===== config.mk =====
export PLATFORM = sky130hd
export DESIGN_NAME = step_sequencer12
export DESIGN_NICKNAME = d
export VERILOG_FILES = /design/src/rtl/step_sequencer12.sv
export SDC_FILE = /design/constraint.sdc
export NUM_CORES = 1
export LEC_CHECK = 0
export ABC_AREA = 1
export BUFFER_PORTS_ARGS = -buffer_cell sky130_fd_sc_hd__buf_4
export CORE_MARGIN = 8
export CORE_UTILIZATION = 35
export CTS_CLUSTER_DIAMETER = 150
export DETAILED_ROUTE_END_ITERATION = 12
export PLACE_DENSITY = 0.62
export SLEW_MARGIN = 20
export SYNTH_ARGS = -nofsm -noshare
export SYNTH_HDL_FRONTEND = slang
export SYNTH_SLANG_ARGS = --single-unit

===== constraint.sdc =====
create_clock -name CLK -period 3.25 [get_ports CLK]
set_input_delay 0.4875 -clock CLK [delete_from_list [all_inputs] [get_ports CLK]]
set_output_delay 0.4875 -clock CLK [all_outputs]
set_load 0.005 [all_outputs]

===== src/rtl/step_sequencer12.sv =====
// -----------------------------------------------------------------------------
// step_sequencer12
// Tempo-driven 12-step sequencer. Converts the system clock into step advances
// at a programmable tempo and produces the 4-bit step select for the
// downstream 12-way pad-data mux.
//
// Ports:
//   CLK       in   system clock, rising edge active
//   RSTn      in   asynchronous active-low reset
//   Start     in   one-cycle pulse: start/restart at step 0
//   Stop      in   one-cycle pulse: abort and return to idle
//   Pause     in   level: freeze playback while high
//   LoopEn    in   level: 1 = wrap after LAST_STEP, 0 = one-shot
//   TempoSel  in   ticks per step minus one
//   Sin       out  current step index (0..LAST_STEP)
//   StepStb   out  pulse in the cycle Sin takes a new step value
//   Running   out  high while playing or paused
//   Done      out  pulse when a one-shot pass completes
// -----------------------------------------------------------------------------
module step_sequencer12 #(
    parameter int TICK_DIV  = 50000,
    parameter int LAST_STEP = 11
) (
    input  logic       CLK,
    input  logic       RSTn,
    input  logic       Start,
    input  logic       Stop,
    input  logic       Pause,
    input  logic       LoopEn,
    input  logic [3:0] TempoSel,
    output logic [3:0] Sin,
    output logic       StepStb,
    output logic       Running,
    output logic       Done
);

    localparam int             PW      = $clog2(TICK_DIV);
    localparam logic [PW-1:0]  PRE_MAX = PW'(TICK_DIV - 1);
    localparam logic [PW-1:0]  PRE_ONE = PW'(1'b1);
    localparam logic [PW-1:0]  PRE_ZERO = {PW{1'b0}};
    localparam logic [3:0]     LAST_S  = 4'(LAST_STEP);

    typedef enum logic [1:0] {
        ST_IDLE  = 2'd0,
        ST_RUN   = 2'd1,
        ST_PAUSE = 2'd2
    } state_t;

    state_t         state_r;
    state_t         state_nxt_s;

    logic [PW-1:0]  pre_cnt_r;
    logic [PW-1:0]  pre_cnt_nxt_s;
    logic [3:0]     tick_cnt_r;
    logic [3:0]     tick_cnt_nxt_s;
    logic [3:0]     tempo_lat_r;
    logic [3:0]     tempo_lat_nxt_s;
    logic [3:0]     sin_r;
    logic [3:0]     sin_nxt_s;
    logic           step_stb_r;
    logic           step_stb_nxt_s;
    logic           running_r;
    logic           running_nxt_s;
    logic           done_r;
    logic           done_nxt_s;

    logic           tick_s;
    logic           adv_cond_s;
    logic           count_en_s;
    logic           advance_s;
    logic           finish_s;

    // Prescaler tick, step-advance decision and counting enable.
    always_comb begin
        tick_s     = (pre_cnt_r == PRE_MAX);
        adv_cond_s = tick_s && (tick_cnt_r == tempo_lat_r);
        // A step advance outranks Pause in RUN; otherwise Pause freezes the
        // counters. The resume cycle (PAUSE with Pause low) already counts, so
        // the remaining step time after release equals what was left.
        if (state_r == ST_IDLE) begin
            count_en_s = 1'b0;
        end else if (!Pause) begin
            count_en_s = 1'b1;
        end else begin
            count_en_s = (state_r == ST_RUN) && adv_cond_s;
        end
        advance_s = count_en_s && adv_cond_s;
        finish_s  = advance_s && (sin_r == LAST_S) && !LoopEn;
    end

    // State register.
    always_ff @(posedge CLK or negedge RSTn) begin
        if (!RSTn) begin
            state_r <= ST_IDLE;
        end else begin
            state_r <= state_nxt_s;
        end
    end

    // Next-state logic: Stop > Start > step advance > Pause.
    always_comb begin
        state_nxt_s = state_r;
        if (Stop) begin
            state_nxt_s = ST_IDLE;
        end else if (Start) begin
            state_nxt_s = ST_RUN;
        end else begin
            case (state_r)
                ST_IDLE: begin
                    state_nxt_s = ST_IDLE;
                end
                ST_RUN: begin
                    if (finish_s) begin
                        state_nxt_s = ST_IDLE;
                    end else if (Pause && !advance_s) begin
                        state_nxt_s = ST_PAUSE;
                    end else begin
                        state_nxt_s = ST_RUN;
                    end
                end
                ST_PAUSE: begin
                    if (Pause) begin
                        state_nxt_s = ST_PAUSE;
                    end else if (finish_s) begin
                        state_nxt_s = ST_IDLE;
                    end else begin
                        state_nxt_s = ST_RUN;
                    end
                end
                default: begin
                    state_nxt_s = ST_IDLE;
                end
            endcase
        end
    end

    // Next values of counters and registered outputs.
    always_comb begin
        pre_cnt_nxt_s   = pre_cnt_r;
        tick_cnt_nxt_s  = tick_cnt_r;
        tempo_lat_nxt_s = tempo_lat_r;
        sin_nxt_s       = sin_r;
        step_stb_nxt_s  = 1'b0;
        done_nxt_s      = 1'b0;
        if (Stop) begin
            pre_cnt_nxt_s   = PRE_ZERO;
            tick_cnt_nxt_s  = 4'd0;
            tempo_lat_nxt_s = 4'd0;
            sin_nxt_s       = 4'd0;
        end else if (Start) begin
            pre_cnt_nxt_s   = PRE_ZERO;
            tick_cnt_nxt_s  = 4'd0;
            tempo_lat_nxt_s = TempoSel;
            sin_nxt_s       = 4'd0;
            step_stb_nxt_s  = 1'b1;
        end else if (count_en_s) begin
            if (tick_s) begin
                pre_cnt_nxt_s = PRE_ZERO;
                if (adv_cond_s) begin
                    // Step boundary: the new tempo only applies from here on.
                    tick_cnt_nxt_s  = 4'd0;
                    tempo_lat_nxt_s = TempoSel;
                    if (sin_r != LAST_S) begin
                        sin_nxt_s      = sin_r + 4'd1;
                        step_stb_nxt_s = 1'b1;
                    end else if (LoopEn) begin
                        sin_nxt_s      = 4'd0;
                        step_stb_nxt_s = 1'b1;
                    end else begin
                        sin_nxt_s  = 4'd0;
                        done_nxt_s = 1'b1;
                    end
                end else begin
                    tick_cnt_nxt_s = tick_cnt_r + 4'd1;
                end
            end else begin
                pre_cnt_nxt_s = pre_cnt_r + PRE_ONE;
            end
        end else if (state_r == ST_IDLE) begin
            pre_cnt_nxt_s = PRE_ZERO;
        end else begin
            pre_cnt_nxt_s = pre_cnt_r;
        end
        running_nxt_s = (state_nxt_s != ST_IDLE);
    end

    // Counter and output registers.
    always_ff @(posedge CLK or negedge RSTn) begin
        if (!RSTn) begin
            pre_cnt_r   <= PRE_ZERO;
            tick_cnt_r  <= 4'd0;
            tempo_lat_r <= 4'd0;
            sin_r       <= 4'd0;
            step_stb_r  <= 1'b0;
            running_r   <= 1'b0;
            done_r      <= 1'b0;
        end else begin
            pre_cnt_r   <= pre_cnt_nxt_s;
            tick_cnt_r  <= tick_cnt_nxt_s;
            tempo_lat_r <= tempo_lat_nxt_s;
            sin_r       <= sin_nxt_s;
            step_stb_r  <= step_stb_nxt_s;
            running_r   <= running_nxt_s;
            done_r      <= done_nxt_s;
        end
    end

    assign Sin     = sin_r;
    assign StepStb = step_stb_r;
    assign Running = running_r;
    assign Done    = done_r;

endmodule


# Word-level counts from Yosys, hierarchy flattened
# Cells that the tools add are included.
# op_classes
add_sub_neg	3
mux	44
n_eq_ne	6
reduce_logical	16
# op_table
op	count
16-bit 2-to-1 mux	5
4-bit 2-to-1 mux	16
1-bit 2-to-1 mux	17
16-bit by 1-bit adder with 16-bit output, second input constant	1
16-bit == test, second input constant	1
2-bit 2-to-1 mux	5
3-bit nonzero test	3
4-bit by 1-bit adder with 4-bit output, second input constant	2
1-bit logical AND	6
4-bit == test	1
4-bit == test, second input constant	1
4-bit != test, second input constant	1
2-bit one-hot mux with 2 select lines	1
4-bit nonzero test	1
3-bit AND reduction	1
2-bit by 1-bit == test with 1-bit output, second input constant	1
2-bit == test, second input constant	1
1-bit logical NOT	2
2-bit logical NOT	1
2-bit AND reduction	1
2-bit nonzero test	1
# word_totals
ff_bits	33
output_inout_bits	7
input_bits	10
elab_cells	77

# Logic depth before layout (Yosys ltp)
# Gate-level depths: netlist (run 1).
# logic_depth
depth_word	14
depth_mapped	12
mapped_depth_nobuf	12

# Worst setup path after synthesis (run 1)
# OpenSTA, ideal clock, no wires.
# synth_timing
path_type	reg-to-reg
startpoint	register pre_cnt_r[0]
endpoint	register sin_r[2], in the netlist Sin[2]
t_arrival_ns	1.592
path_stages_with_launch	11
n_path_buf	1
required_time_ns	3.174
setup_time_ns	0.076
path_slack_ns	1.581
period_less_slack_ns	1.669
cell_sequence	dfrtp_1 -> ha_1 -> nand3_2 -> nor2_1 -> nand2_1 -> nor2_2 -> o211ai_1 -> nand2_2 -> buf_6 -> nand3_1 -> o21ai_1
# synth_between
elab_chain_len	7
word_cells_on_any_way	9
cone_classes	eq/ne (1); mux (2); reduce/logical (6)
# synth_rtl
element	line	rtl
start, declared	52	logic [PW-1:0] pre_cnt_r;
start signal, assigned	198	pre_cnt_r <= pre_cnt_nxt_s;
16-bit == test *	75	tick_s = (pre_cnt_r == PRE_MAX);
1-bit logical AND	76	adv_cond_s = tick_s && (tick_cnt_r == tempo_lat_r);
1-bit logical AND	85	count_en_s = (state_r == ST_RUN) && adv_cond_s;
1-bit 2-to-1 mux	82	end else if (!Pause) begin
1-bit 2-to-1 mux	80	if (state_r == ST_IDLE) begin
3-bit nonzero test (no source line)	-	
3-bit AND reduction (no source line) *	-	
end signal, assigned	201	sin_r <= sin_nxt_s;
end, declared	58	logic [3:0] sin_r;
# Mark *: on every way between the ends. The rest lies on a longest branch, timed or not.
# A chain may end at the register's enable or synchronous reset.

# Worst setup path after layout (run 1)
# layout_timing
startpoint	register pre_cnt_r[7]
endpoint	register pre_cnt_r[8]
# layout_between
elab_chain_len	8
word_cells_on_any_way	11
cone_classes	add/sub (1); eq/ne (1); mux (6); reduce/logical (3)
# layout_rtl
element
parallel branches: the longest is 8 deep, another holds 16-bit by 1-bit adder with 16-bit output
# Several ways; the timed one is not identified.

==> results of run 1 <==
==> flip-flops by register name, summed over array words and instances (netlist names) <==
register	flops
Running	1
tick_cnt_r	4
state_r	2
tempo_lat_r	4
StepStb	1
pre_cnt_r	16
Done	1
Sin	4
==> worst paths after layout <==
| path | cells after the start | to | slack [ps] | start |
|---|---|---|---|---|
| min | 1 | pre_cnt_r[11] | 150 | RSTn |
| min reg2reg | 1 | pre_cnt_r[0] | 520 | pre_cnt_r[0] |
| min in group CLK | 3 | tempo_lat_r[3] | 430 | TempoSel[3] |
| max in group asynchronous | 1 | tick_cnt_r[0] | 2790 | RSTn |
| max reg2reg | 8 | pre_cnt_r[8] | 1290 | pre_cnt_r[7] |
| max | 8 | pre_cnt_r[8] | 1290 | pre_cnt_r[7] |
==> critical path, cell delays in order (launching register included) <==
cell and delay, ps:
dfrtp_1 440, inv_1 140, nand4_1 180, nor3_4 360, nand3_4 160, nand3_4 200
nand2_1 200, nand2_1 120, nor2_1 40
==> synth_stat cells <==
master,n
a21oi_1,10
a21oi_4,1
buf_6,2
clkbuf_1,1
clkinv_1,2
dfrtp_1,33
ha_1,6
inv_1,44
inv_2,1
nand2_1,74
nand2_2,2
nand3_1,27
nand3_2,1
nand3_4,2
nand3b_2,1
nand4_1,9
nor2_1,34
nor2_2,2
nor3_1,11
nor3_2,1
nor3_4,1
nor4_1,1
o2111ai_1,1
o211ai_1,1
o21a_1,1
o21ai_0,5
o21ai_1,9
xnor2_1,1
xor2_1,8
==> final cells by class <==
class	count	area, sq um
timing repair buffer	16	120.1
fill	613	3503
sequential	33	825.8
inverter	47	176.4
multi-input combinational	209	1080
clock buffer	7	86.33
tap	75	93.84
==> kinds of logic (layout without fill, tap and decap cells) <==
| family | count (synthesis) | count (layout) | share of synthesized area, % |
|---|---|---|---|
| flops | 33 | 33 | 39.17 |
| simple gates | 166 | 166 | 36.32 |
| fa+ha+maj | 6 | 6 | 3.561 |
| xor+xnor | 9 | 9 | 3.739 |
| compound gates | 28 | 28 | 7.597 |
| buf+inv | 50 | 70 | 9.614 |
==> power by group through the flow <==
stage / sequential [mW] / combinational, mW / clock (mW)
3_5_place_dp: 0.445 / 0.0855 / 0
2_1_floorplan: 0.442 / 0.0514 / 0
4_1_cts: 0.437 / 0.0862 / 0.323
3_3_place_gp: 0.444 / 0.0856 / 0
6_report: 0.437 / 0.0849 / 0.312
5_1_grt: 0.439 / 0.0996 / 0.339
==> layout by cell type, fill, tap and decap left out, types with 2 or more instances in the layout <==
cell type / n
nand2_1: 74
inv_1: 44
nor2_1: 34
dfrtp_1: 33
nand3_1: 27
buf_4: 16
nor3_1: 11
a21oi_1: 10
nand4_1: 9
o21ai_1: 9
xor2_1: 8
ha_1: 6
clkbuf_8: 6
o21ai_0: 5
nand2_2: 2
nor2_2: 2
clkinv_1: 2
nand3_4: 2
==> per-layer routing <==
metal,share of wire [%],routed length [microns],up-vias
met5,0,0,-
li1,-,-,972
met4,0.61,29,0
met1,48,2269,853
met2,47,2216,33
met3,4.9,233,4
==> impl.org, run 1 <==
** Power and ir drop
- The design draws 834.2 uW.
- Per report_power, the combinational group accounts for 10.2% of the total.
- Share of total power in sequential cells :: 52.4%
- Cell leakage power :: 1.204 nW
- For this design the total switching power over the nets is 211.7 uW.
- Internal power comes to 622.6 uW.
- Across the VDD grid, the largest voltage drop is 0.2017 mV.
- Power per cell area :: 350.2 nW/um^2
- The clock network is responsible for 37.4% of the overall power.
- In this run switching power makes up 25.37% of total power.

** Detailed routing
- After detailed routing, the total wire length is 4749 microns.
- Post-detailed-route via-to-cell ratio :: 4.811
- Via total after detailed routing :: 1,862
- DRC violation count after routing :: 0
- Initial drt markers :: 74
- The first detailed-routing pass took 4 iterations.
- Once detail routing completed, the nets flagged for antenna violations numbered 0.
- Detailed-route wire length per cell :: 12.27 microns

** Synth
- Total nets after synthesis :: 308
- Number of warning messages in the yosys log :: 0
- After synthesis, the largest area contributor takes up 39.17% of total cell area.
- After synthesis, flip-flops and latches occupy 39.17% of the total area.
- After synthesis the netlist holds a flip-flop and latch count of 33.
- dfrtp_1 takes more of the synthesized area than any other cell.
- Per-instance average area after synthesis :: 7.220 sq um
- Post-synthesis cell count :: 292
- Post-Synthesis Cell Area :: 2108 sq um
- Cell types with the largest area share after synthesis :: dfrtp_1, nand2_1, inv_1, nand3_1, nor2_1
- In this run, distinct cell masters in the synthesized netlist total 29.

** Timing
- Peak Freq :: 511.0 MHz
- Measured against its own limit, the worst slew margin works out to 70.64%.
- Setup repair after global routing left no endpoint under its margin.
- Setup violations remaining at the end of the flow were counted as 0.
- Counting I/O delays and the setup requirement, the final critical path takes 1957 ps.
- The number of failing hold endpoints at the final stage was 0.
- Across all setup checks in the final design, the least slack found is 1293 ps.
- Max-slew violations :: 0
- Across all hold checks on the routed design, the worst slack comes to 145.1 ps.
- Across the routed clock network, the largest skew measured is 4.801 ps.
- Period utilization :: 60.22%
- After routing, the total negative slack on setup checks comes to 0 ps.
- At the pin with the least slew margin, the transition time is 440.4 ps.

** Clocking
- # hold bufs at CTS :: 0
- Maximum clock path buffer count :: 2
- TritonCTS built the clock tree.
- After clock tree synthesis, the clock-pin slew on the worst setup and hold paths is 60 ps.
- Worst-skew pair later-pin latency :: 290 ps
- Clk sink count :: 33
- The number of setup buffers added after CTS is 0.
- Library cell used as clock root buffer :: clkbuf_8
- Clock buffer count from CTS :: 5
- Total of cells resized after clock tree synthesis :: 0
- The H-tree was split into 2 levels.

** Flow run
- Across the run, the number of max-cap violations was 0.

** Global route
- The total overflow left after global routing is 0.
- Met1 track utilization from global routing :: 14.44%
- The first global-routing pass estimated 8659 microns of wire.
- Entering global routing, the biggest net connects 34 pins.
- GRT Resource Usage Total :: 12.06%
- For met3 alone, demand over resource in global routing was 4.006%.
- In this run the most used layer during global routing was met2.
- Initial antenna violation count :: 0
- The number of global-route vias before repair came to 1,901.
- Global routing used 20.74% of the available met2 tracks.

** Die
- Die Width :: 93.61 microns
- After floorplanning, the core was divided into 28 placement rows.
- For this configuration, the core starts out at a cell density of 35.82%.
- The die covers 8763 sq um.
- The core region is 5886 sq um.
- For this design the top-level I/O count stands at 17.
- Vertical extent of the die :: 93.61 microns

** Run status
- The run finished with clean final reports.

** Placement
- Counting tap cells, the placed design contains a total of 380 instances.
- DP Wirelength :: 3535 microns
- The placed instances occupy a cell area of 2296 sq um.
- Buffers placed on the I/O ports in this run total 16.
- Gp weighted congestion :: 0.8531
- At the placement stage, the worst setup path has a slack of 1207 ps.

** Critical path
- Class of the most critical setup path :: register to register
- At the worst endpoint, the required time is 3420 ps.
- Arrival time worst endpoint :: 2130 ps
- Worst setup SP type :: register
- Crit path capture type :: register
- In this run the worst path has a maximum fanout of 18.

** Finish
- Share of post-route cells with drive strength above 1 :: 10.90%
- Final nets :: 328
- 0 antenna diodes ended up in the layout.
- Area growth from synthesis to layout :: 13.00%
- Core Util, Final :: 40.48%
- After routing the design area is 2382 sq um.
- After the flow finishes, the layout carries non-filler instances totaling 387.

** Hold path
- The worst hold path belongs to the class input pin to async pin.
(Power assumes the default switching activity.)
==> run 2: changes to the inputs <==
==> constraint.sdc (replaced) <==
create_clock -name CLK -period 1.9 [get_ports CLK]
set_input_delay 0.285 -clock CLK [delete_from_list [all_inputs] [get_ports CLK]]
set_output_delay 0.285 -clock CLK [all_outputs]
set_load 0.005 [all_outputs]
==> run 2 against run 1 <==
  * Utilization rose by 3.3 points
  * Cell count up 4.9%
  * Register-to-register slack worse by 1100 ps
  * Non-clock buffer count rose by 16
  * Power up 94%
  * Global-route usage decreased by 0.16 points
  * Via count rose by 4.7%
==> impl.org, run 2 (synthesized netlist as in run 1, its figures left out) <==
** Clocking
- Clock slew seen by the registers of the worst setup and hold paths :: 70 ps (about the same)
- The cell sitting at the root of the clock tree is a clkbuf_8.
- CTS H-tree depth :: 2 (unchanged)
- The number of buffers created by CTS is 5 (unchanged).
- Clock tree from TritonCTS :: built
- The later-pin clock latency in the skew report was 290 ps (about the same).
- Clk sink count :: 33 (unchanged)
- Maximum clock path buffer count :: 2 (unchanged)

** Die
- The initial standard-cell utilization of the core is 35.82% (unchanged).
- The die extent in x is 93.61 microns (unchanged).
- Vertical extent of the die :: 93.61 microns (unchanged)
- The I/O pin count came to 17 (unchanged).
- The area of the die is 8763 sq um (unchanged).
- The area of the placeable core was 5886 sq um (unchanged).
- The count of standard-cell rows was 28 (unchanged).

** Global route
- The remaining global-route overflow is 0 (unchanged).
- Global-route wire length before repair :: 8473 microns (-2.1%)
- Number of global-route vias before repair :: 1,835 (-3.5%)
- The number of antenna violations at the first check in global routing is 0 (unchanged).
- The pin count of the biggest net entering global routing came to 34 (unchanged).
- The aggregate global-route resource usage came to 11.90% (-0.16 points).

** Power and ir drop
- Cell leakage power :: 1.298 nW (+7.8%)
- The switching share of power came to 24.30% (-1.1 points).
- Power per cell area :: 626.7 nW/um^2 (+79%)
- The register share of total power was 46.2% (-6.2 points).
- The cell-internal power was 1.223 mW (+96%).
- The combinational group share of total power came to 10.9% (+0.7 points).
- The switching power came to 392.5 uW (+85%).
- The maximum VDD drop was 0.3682 mV (+82%).
- The clock share of power was 42.9% (+5.5 points).

** Critical path
- CP Data Required Time :: 2070 ps (-1350 ps)
- The arrival time at the worst endpoint came to 1910 ps (-220 ps).
- Crit-path cells :: inv_1, nand4_1, nor3_4, nand3_4, nand3_4, nand2_1, nand2_1, nor2_1
- The number of buffers and inverters on the critical path came to 1 (unchanged).
- Class of the most critical setup path :: register to register
- The slowest stage of the critical path is the dfrtp_1 cell.
- Origin of the worst setup path :: pre_cnt_r[4]
- The worst setup path is launched from a register.
- Grouping stages by cell kind, the critical path spends the most delay in simple AND/OR/NAND/NOR gates.
- The biggest fanout along the worst timing path is 8 (-10).
- The worst setup path is captured at a register.
- Slowest stage delay, CP :: 440 ps (about the same)
- The worst register-to-register path begins at pre_cnt_r[4].

** Detailed routing
- Initial drt markers :: 106 (+43%)
- The number of vias after detailed routing was 1,950 (+4.7%).
- The post-route DRC violation count was 0 (unchanged).
- Residual antenna-violating net count after detailed routing :: 0 (unchanged)
- TritonRoute pass-1 iters :: 4 (unchanged)
- Post-detailed-route via-to-cell ratio :: 4.803 (-0.17%)
- The overall routed net length came to 5080 microns (+7.0%).
- The routed length per placed instance came to 12.51 microns (+2.0%).

** Finish
- Share of post-route cells with drive strength above 1 :: 16.31% (+5.4 points)
- The library cell used most frequently in the layout, excluding fill and tap cells, is nand2_1.
- The library cells used most frequently in the layout, excluding fill and tap cells, are nand2_1, inv_1, nor2_1.
- Area growth from synthesis to layout :: 22.26%
- Register with the most flip-flops :: pre_cnt_r
- The flip-flop count of the largest register after layout is 16 (unchanged).
- Multi-input logic area :: 1121 sq um (+3.8%)
- The final design utilization was 43.79% (+3.3 points).
- The number of fill cells in the layout is 616 (+0.49%).
- The total number of nets in the final design came to 346 (+5.5%).
- Seq. cell area :: 827.0 sq um (+0.15%)
- Final antenna diode count :: 0 (unchanged)

** Hold path
- The startpoint identified for the worst hold timing path is TempoSel[2].
- The worst hold path belongs to the class input pin to register.

** Timing
- The summed negative setup slack over all endpoints is 0 ps (unchanged).
- Time the worst path needs with I/O delays and setup :: 1733 ps (-224.4 ps)
- The worst slew margin relative to its limit was 70.97% (+0.33 points).
- Count of final setup violators :: 0 (unchanged)
- Setup repair after global routing left no endpoint under its margin.
- The actual slew at the worst max-slew pin was 435.5 ps (-4.880 ps).
- Period utilization :: 91.19% (+31 points)
- Peak Freq :: 577.2 MHz (+13%)
- Hold Fails Final Rpt :: 0 (unchanged)
- Skew final :: 5.595 ps (+0.7934 ps)
- Max-slew violations :: 0 (unchanged)

** Flow run
- The max-capacitance violation count is 0 (unchanged).

** Run status
- The flow ran to the end, and the final reports show no timing, DRC or antenna violations.

** Placement
- DP Wirelength :: 3626 microns (+2.6%)
- The count of port buffers added during placement was 16 (unchanged).
- Gp weighted congestion :: 0.8442 (-1.0%)
## run 2: cell count changes in the layout (fill, tap and decap cells not counted), sizes merged
cell	before	now
buf	16	31
bufinv	0	1
dlygate4sd3	0	1
nand2	76	77
nand3	30	31
## run 2: worst register-to-register path: cells and delay by family (launching register included)
kind | cells | cell delay (ps)
buffers and inverters | 1 | 100
flip-flops | 1 | 440
AND/OR/NAND/NOR | 7 | 1080
## run 2: metrics by stage
step | std cells | power [mW] | instance area (sq um) | hold slack [ps] | worst slack (ps)
floorplan | 292 | 0.8447 | 2108 | -10.59 | 231.4
global placement | 391 | 0.9208 | 2379 | 261.6 | 44.98
detailed placement | 391 | 0.9230 | 2379 | 264.8 | 25.04
CTS | 400 | 1.627 | 2505 | 223.3 | 17.13
global route | 406 | 1.703 | 2577 | 229.7 | 1.683
finish | 406 | 1.615 | 2577 | 230.7 | 167.4
## run 2: path summary, 6_finish.rpt
check	end	slack, ps	cells past startpoint
max in group asynchronous	pre_cnt_r[10]	1090	2
worst max-delay path	pre_cnt_r[8]	170	8
min in group asynchronous	pre_cnt_r[4]	480	2
worst min register to register	pre_cnt_r[15]	550	2
worst min-delay path	tempo_lat_r[2]	230	3
worst max register to register	pre_cnt_r[8]	170	8
## run 2: layout make-up
type	count	share of cell area (%)
Timing Repair Buffer	32	9.417
Multi-Input combinational cell	211	43.50
Sequential cell	33	32.09
Clock buffer	7	3.350
Clock inverter	1	1.165
Inverter	47	6.845
Tap cell	75	3.641
## run 2: what timing repair did
item,in CTS,in global routing
hold buffers,1,0
setup buffers,0,4
endpoints found under the setup margin,0,18
resized for setup,0,5
hold endpoints to repair,33,0
## run 2: routing by layer
metal / part of all wire, % / vias to the layer above / global-route usage (%)
li1: - / 1013 / -
met1: 49 / 900 / 15.59
met2: 46 / 35 / 18.80
met3: 4.1 / 2 / 3.205
met4: 0.67 / 0 / 3.170
met5: 0 / - / 0
## run 2: power groups by stage
stage,logic (mW),registers [mW],clock network [mW]
finish,0.177,0.746,0.693
global route,0.203,0.748,0.752
CTS,0.171,0.741,0.715
detailed placement,0.169,0.754,0
global placement,0.167,0.754,0
floorplan,0.0878,0.757,0
